===== src/rtl/clock_set_core.sv =====
// Settable HH:MM:SS clock core: synchronised keys, 1 Hz prescaler, RUN/SET_H/SET_M/SET_S FSM,
// 12/24-hour BCD display mapping and a half-second blink phase for the field being edited.
module clock_set_core #(
    parameter int CLK_HZ    = 50_000_000,
    parameter bit START_12H = 1'b0
) (
    input  logic       clk,
    input  logic       rst,
    input  logic       btn_mode,
    input  logic       btn_up,
    input  logic       btn_down,
    input  logic       fmt_toggle,
    output logic [3:0] h_tens,
    output logic [3:0] h_ones,
    output logic [3:0] m_tens,
    output logic [3:0] m_ones,
    output logic [3:0] s_tens,
    output logic [3:0] s_ones,
    output logic       pm,
    output logic [5:0] blank,
    output logic [1:0] mode
);
    localparam int            PW    = (CLK_HZ > 2) ? $clog2(CLK_HZ) : 1;
    localparam logic [PW-1:0] P_MAX = PW'(CLK_HZ - 1);
    localparam logic [PW-1:0] B_MAX = PW'(CLK_HZ / 2 - 1);

    typedef enum logic [1:0] {RUN = 2'd0, SET_H = 2'd1, SET_M = 2'd2, SET_S = 2'd3} state_t;

    // Key path, bit 2=mode, 1=up, 0=down. Raw keys are active-low.
    logic [2:0] btn_s1, btn_s2, btn_prev, btn_armed, btn_ev;
    logic       warm;

    // A key only arms after a released level has been sampled post-reset, so a key
    // held through reset release cannot produce a press event.
    always_ff @(posedge clk or posedge rst) begin
        if (rst) begin
            btn_s1    <= '1;
            btn_s2    <= '1;
            btn_prev  <= '1;
            btn_armed <= '0;
            warm      <= 1'b0;
        end else begin
            btn_s1    <= {btn_mode, btn_up, btn_down};
            btn_s2    <= btn_s1;
            btn_prev  <= btn_s2;
            warm      <= 1'b1;
            btn_armed <= btn_armed | ({3{warm}} & btn_s1);
        end
    end

    assign btn_ev = btn_prev & ~btn_s2 & btn_armed;

    state_t        state;
    logic [PW-1:0] presc;
    logic [4:0]    hour;
    logic [5:0]    min;
    logic [5:0]    sec;
    logic          tick, mode_ev, up_ev, dn_ev;

    assign mode_ev = btn_ev[2];
    assign up_ev   = btn_ev[1];
    assign dn_ev   = btn_ev[0];
    assign tick    = (state == RUN) && (presc == P_MAX);

    always_ff @(posedge clk or posedge rst) begin
        if (rst) begin
            state <= RUN;
            presc <= '0;
            hour  <= '0;
            min   <= '0;
            sec   <= '0;
        end else if (mode_ev) begin
            presc <= '0;
            case (state)
                RUN:     state <= SET_H;
                SET_H:   state <= SET_M;
                SET_M:   state <= SET_S;
                default: state <= RUN;
            endcase
        end else if (state == RUN) begin
            if (tick) begin
                presc <= '0;
                if (sec == 6'd59) begin
                    sec <= '0;
                    if (min == 6'd59) begin
                        min  <= '0;
                        hour <= (hour == 5'd23) ? 5'd0 : hour + 5'd1;
                    end else begin
                        min <= min + 6'd1;
                    end
                end else begin
                    sec <= sec + 6'd1;
                end
            end else begin
                presc <= presc + PW'(1);
            end
        end else begin
            presc <= '0;
            // Simultaneous up and down cancel; fields wrap without carry or borrow.
            if (up_ev && !dn_ev) begin
                case (state)
                    SET_H:   hour <= (hour == 5'd23) ? 5'd0 : hour + 5'd1;
                    SET_M:   min  <= (min == 6'd59) ? 6'd0 : min + 6'd1;
                    default: sec  <= (sec == 6'd59) ? 6'd0 : sec + 6'd1;
                endcase
            end else if (dn_ev && !up_ev) begin
                case (state)
                    SET_H:   hour <= (hour == 5'd0) ? 5'd23 : hour - 5'd1;
                    SET_M:   min  <= (min == 6'd0) ? 6'd59 : min - 6'd1;
                    default: sec  <= (sec == 6'd0) ? 6'd59 : sec - 6'd1;
                endcase
            end
        end
    end

    logic          fmt12, phase;
    logic [PW-1:0] bcnt;

    always_ff @(posedge clk or posedge rst) begin
        if (rst) begin
            fmt12 <= START_12H;
            bcnt  <= '0;
            phase <= 1'b0;
        end else begin
            if (fmt_toggle) fmt12 <= ~fmt12;
            if (bcnt == B_MAX) begin
                bcnt  <= '0;
                phase <= ~phase;
            end else begin
                bcnt <= bcnt + PW'(1);
            end
        end
    end

    function automatic logic [7:0] to_bcd(input logic [5:0] v);
        logic [3:0] t;
        logic [5:0] r;
        t = '0;
        r = v;
        for (int i = 0; i < 5; i++) begin
            if (r >= 6'd10) begin
                r = r - 6'd10;
                t = t + 4'd1;
            end
        end
        return {t, r[3:0]};
    endfunction

    logic [4:0] hour_disp;

    always_comb begin
        hour_disp = hour;
        if (fmt12) begin
            if (hour == 5'd0)       hour_disp = 5'd12;
            else if (hour > 5'd12)  hour_disp = hour - 5'd12;
        end
    end

    assign {h_tens, h_ones} = to_bcd({1'b0, hour_disp});
    assign {m_tens, m_ones} = to_bcd(min);
    assign {s_tens, s_ones} = to_bcd(sec);
    assign pm   = fmt12 && (hour >= 5'd12);
    assign mode = state;

    always_comb begin
        blank = '0;
        if (phase) begin
            case (state)
                SET_H:   blank = 6'b110000;
                SET_M:   blank = 6'b001100;
                SET_S:   blank = 6'b000011;
                default: blank = 6'b000000;
            endcase
        end
    end
endmodule


===== config.mk =====
export PLATFORM = sky130hd
export DESIGN_NAME = clock_set_core
export DESIGN_NICKNAME = d
export VERILOG_FILES = /design/src/rtl/clock_set_core.sv
export SDC_FILE = /design/constraint.sdc
export NUM_CORES = 1
export LEC_CHECK = 0
export CAP_MARGIN = 20
export CORE_ASPECT_RATIO = 0.9
export CORE_UTILIZATION = 60
export CTS_CLUSTER_DIAMETER = 120
export DETAILED_ROUTE_END_ITERATION = 8
export PLACE_DENSITY_LB_ADDON = 0.2
export SLEW_MARGIN = 20
export SYNTH_ARGS = -nofsm -noshare
export SYNTH_HDL_FRONTEND = slang
export SYNTH_SLANG_ARGS = --single-unit

===== constraint.sdc =====
create_clock -name clk -period 14.6 [get_ports clk]
set_clock_uncertainty 0.2 [all_clocks]
set_input_delay 4.38 -clock clk [delete_from_list [all_inputs] [get_ports clk]]
set_output_delay 4.38 -clock clk [all_outputs]
set_load 0.01 [all_outputs]

==> qor.yml <==
run_status: "finished, final reports clean"
antenna_found_initial: 0
ys_warn_count: 0
rrSetupSlack_ns: 11.83
wirelength_mm: 16.39
num_vias: 6861
die_w_um: 122.5
yosys.area.top_type_share: 0.2457
yosysUniqueCellTypes: 98
grt_overflow: 0
core_um2: 12740
fmax_mhz: 85.60
syn_to_final_growth_pct: 10.11
start_util: 0.6158
cts_max_level: 3
dp_hpwl_mm: 11.71
cts_tree: "built"
async_flop_share: 1.000
min_path_type: "register to register"
maxSlewViolCount: 0
ys_seq_area_frac: 0.2758
slowest_delay_ns: 0.57
cts_sinks: 86
grt_pass1_vias: 6401
rsz0062_at_grt: "no"
routedWlPerCell_um: 14.38
dr.pass1.iters: 6
finalHoldViolations: 0
yosysMostFrequentCell: "nor2_1"
critPathTopFamily: "simple AND/OR/NAND/NOR gates"
drtIter0Drc: 547
rr_startpoint: "presc[8]"
critPathLaunchType: "register"
ys.flop_type: "dfrtp_1"
min_delay_path_depth: 0
path_clk_slew_ns: 0.07
synthesis.area_um2: 7843
insertion_delay_ns: 0.34
crit_required_ns: 10.02
cts_buffer_depth: 2
yosys.area.top_type: "dfrtp_1"
num_io_pins: 39
layout.nets: 1034
die_area_um2: 13530
port_buffers: 38
grt_max_degree: 87
fin_setup_tns_ns: 0
avgSynthCellArea_um2: 8.203
ys_ff_latch: 86
period_needed_ns: 11.68
crit_buf_inv: 4
grtUsageTotal: 0.2572
setup_viol: 0
crit_arrival_ns: 7.10
synthTopCellsByCount: "106 x nor2_1, 82 x nand2_1, 77 x dfrtp_1"
endpoint_kind: "output port"
criticalPathCategory: "register to output port"
drc: 0
path_common_cell: "ha_1"
cp_max_fo: 12
viasPerCell: 6.018
antenna_left: 0
post-cts-setup-buffers: 0
ctsHoldBuffers: 0
nFillCells: 1018
worst_pin_slew_ns: 0.9530
synth_edf_count: 0
layout-drive-gt1-share: 0.07889
die_height_um: 110.5
root_buffer: "clkbuf_16"
min_period_over_period: 0.8002
place.gp.congestion: 0.9243
grt_pass1_wl_mm: 29.09
synthTopCellsByArea: "dfrtp_1 25%, ha_1 9.1%, xnor2_1 5.8%"
n_antenna_cell: 0
hp-start: "btn_s2[2]"
rows: 39
timing.rr.end: "hour[2]"
reg2reg_depth: 10
cts_made_buffers: 9
worst_path_max_delay_cell: "a211oi_2"
cts-resized-gates: 0
hold_end: "btn_prev[2]"
max-cap-violations: 0
postSynthNetCount: 1019
relSlewSlack: 0.3647
synthCells: 956
-- flip-flops by register name (all words and copies together) (netlist names) --
| name | cells |
|---|---|
| bcnt | 26 |
| warm | 1 |
| btn_s1 | 3 |
| mode | 2 |
| presc | 26 |
| btn_prev | 3 |
| sec | 6 |
| min | 6 |
| phase | 1 |
| btn_s2 | 3 |
| btn_armed | 3 |
| hour | 5 |
| fmt12 | 1 |
-- cells by family after synthesis --
logic type / after synthesis / synth area share
and+or+nand+nor: 386 / 0.2487
AOI/OAI and AO/OA: 225 / 0.2049
xor gates and xnor gates: 91 / 0.1026
buffers and inverters: 89 / 0.04786
DFF: 86 / 0.2758
adders and majority gates: 57 / 0.09094
muxes: 21 / 0.02872
other: 1 / 0.0004782
-- metrics by stage --
step,setup WS (ns),instances,utilization,hold WS (ns),cell area (µm²)
after floorplan,4.493,956,-,0.1506,7843
after global placement,3.567,1124,0.6498,0.1543,8275
after detailed placement,3.360,1124,0.6498,0.1546,8275
after CTS,2.972,1140,0.6778,0.1648,8632
after global routing,2.296,1140,0.6781,0.1711,8636
final,2.917,1140,0.6781,0.1656,8636
-- per-layer routing --
layer,share of wire,vias up,wire length [µm],global-route usage
met4,0.010,0,172,0.05854
met3,0.032,15,522,0.03616
li1,-,3458,-,-
met5,0,-,0,0
met2,0.46,121,7475,0.3929
met1,0.50,3267,8222,0.3825
-- placed cells by master, fill, tap and decap left out, types with 12 or more instances in the layout --
cell,instances
nor2_1,106
nand2_1,82
dfrtp_1,77
ha_1,57
xnor2_1,52
inv_1,51
o21ai_0,50
nand3_1,49
a21oi_1,41
xor2_1,38
clkdlybuf4s50_1,38
nor3_1,22
and3_1,17
nor2b_1,16
nand4_1,13
clkbuf_16,13
a31oi_1,12
-- worst max-delay path by stage --
stage / start / slack [ns] / depth (start not counted) / to
after floorplan: min[2] / 4.49 / 27 / m_ones[3]
after global placement: min[2] / 3.57 / 27 / m_ones[3]
after detailed placement: min[2] / 3.36 / 27 / m_ones[3]
after CTS: min[2] / 2.97 / 27 / m_ones[3]
after global routing: min[2] / 2.30 / 27 / m_ones[3]
final: min[2] / 2.92 / 27 / m_ones[3]
-- area by class of cell --
type	count	area, µm²	share of cell area
flip-flops and latches	86	2163	0.2505
inverters	53	201.4	0.02333
repair buffers	40	399.1	0.04622
well taps	164	205.2	0.02376
clock inverters	3	31.28	0.003622
clock buffers	13	325.3	0.03767
multi-input cells	781	5310	0.6149
Power is left out: the tool's default activity adds up to more than one toggle a clock period on the data nets, which glitch-free logic cannot reach.
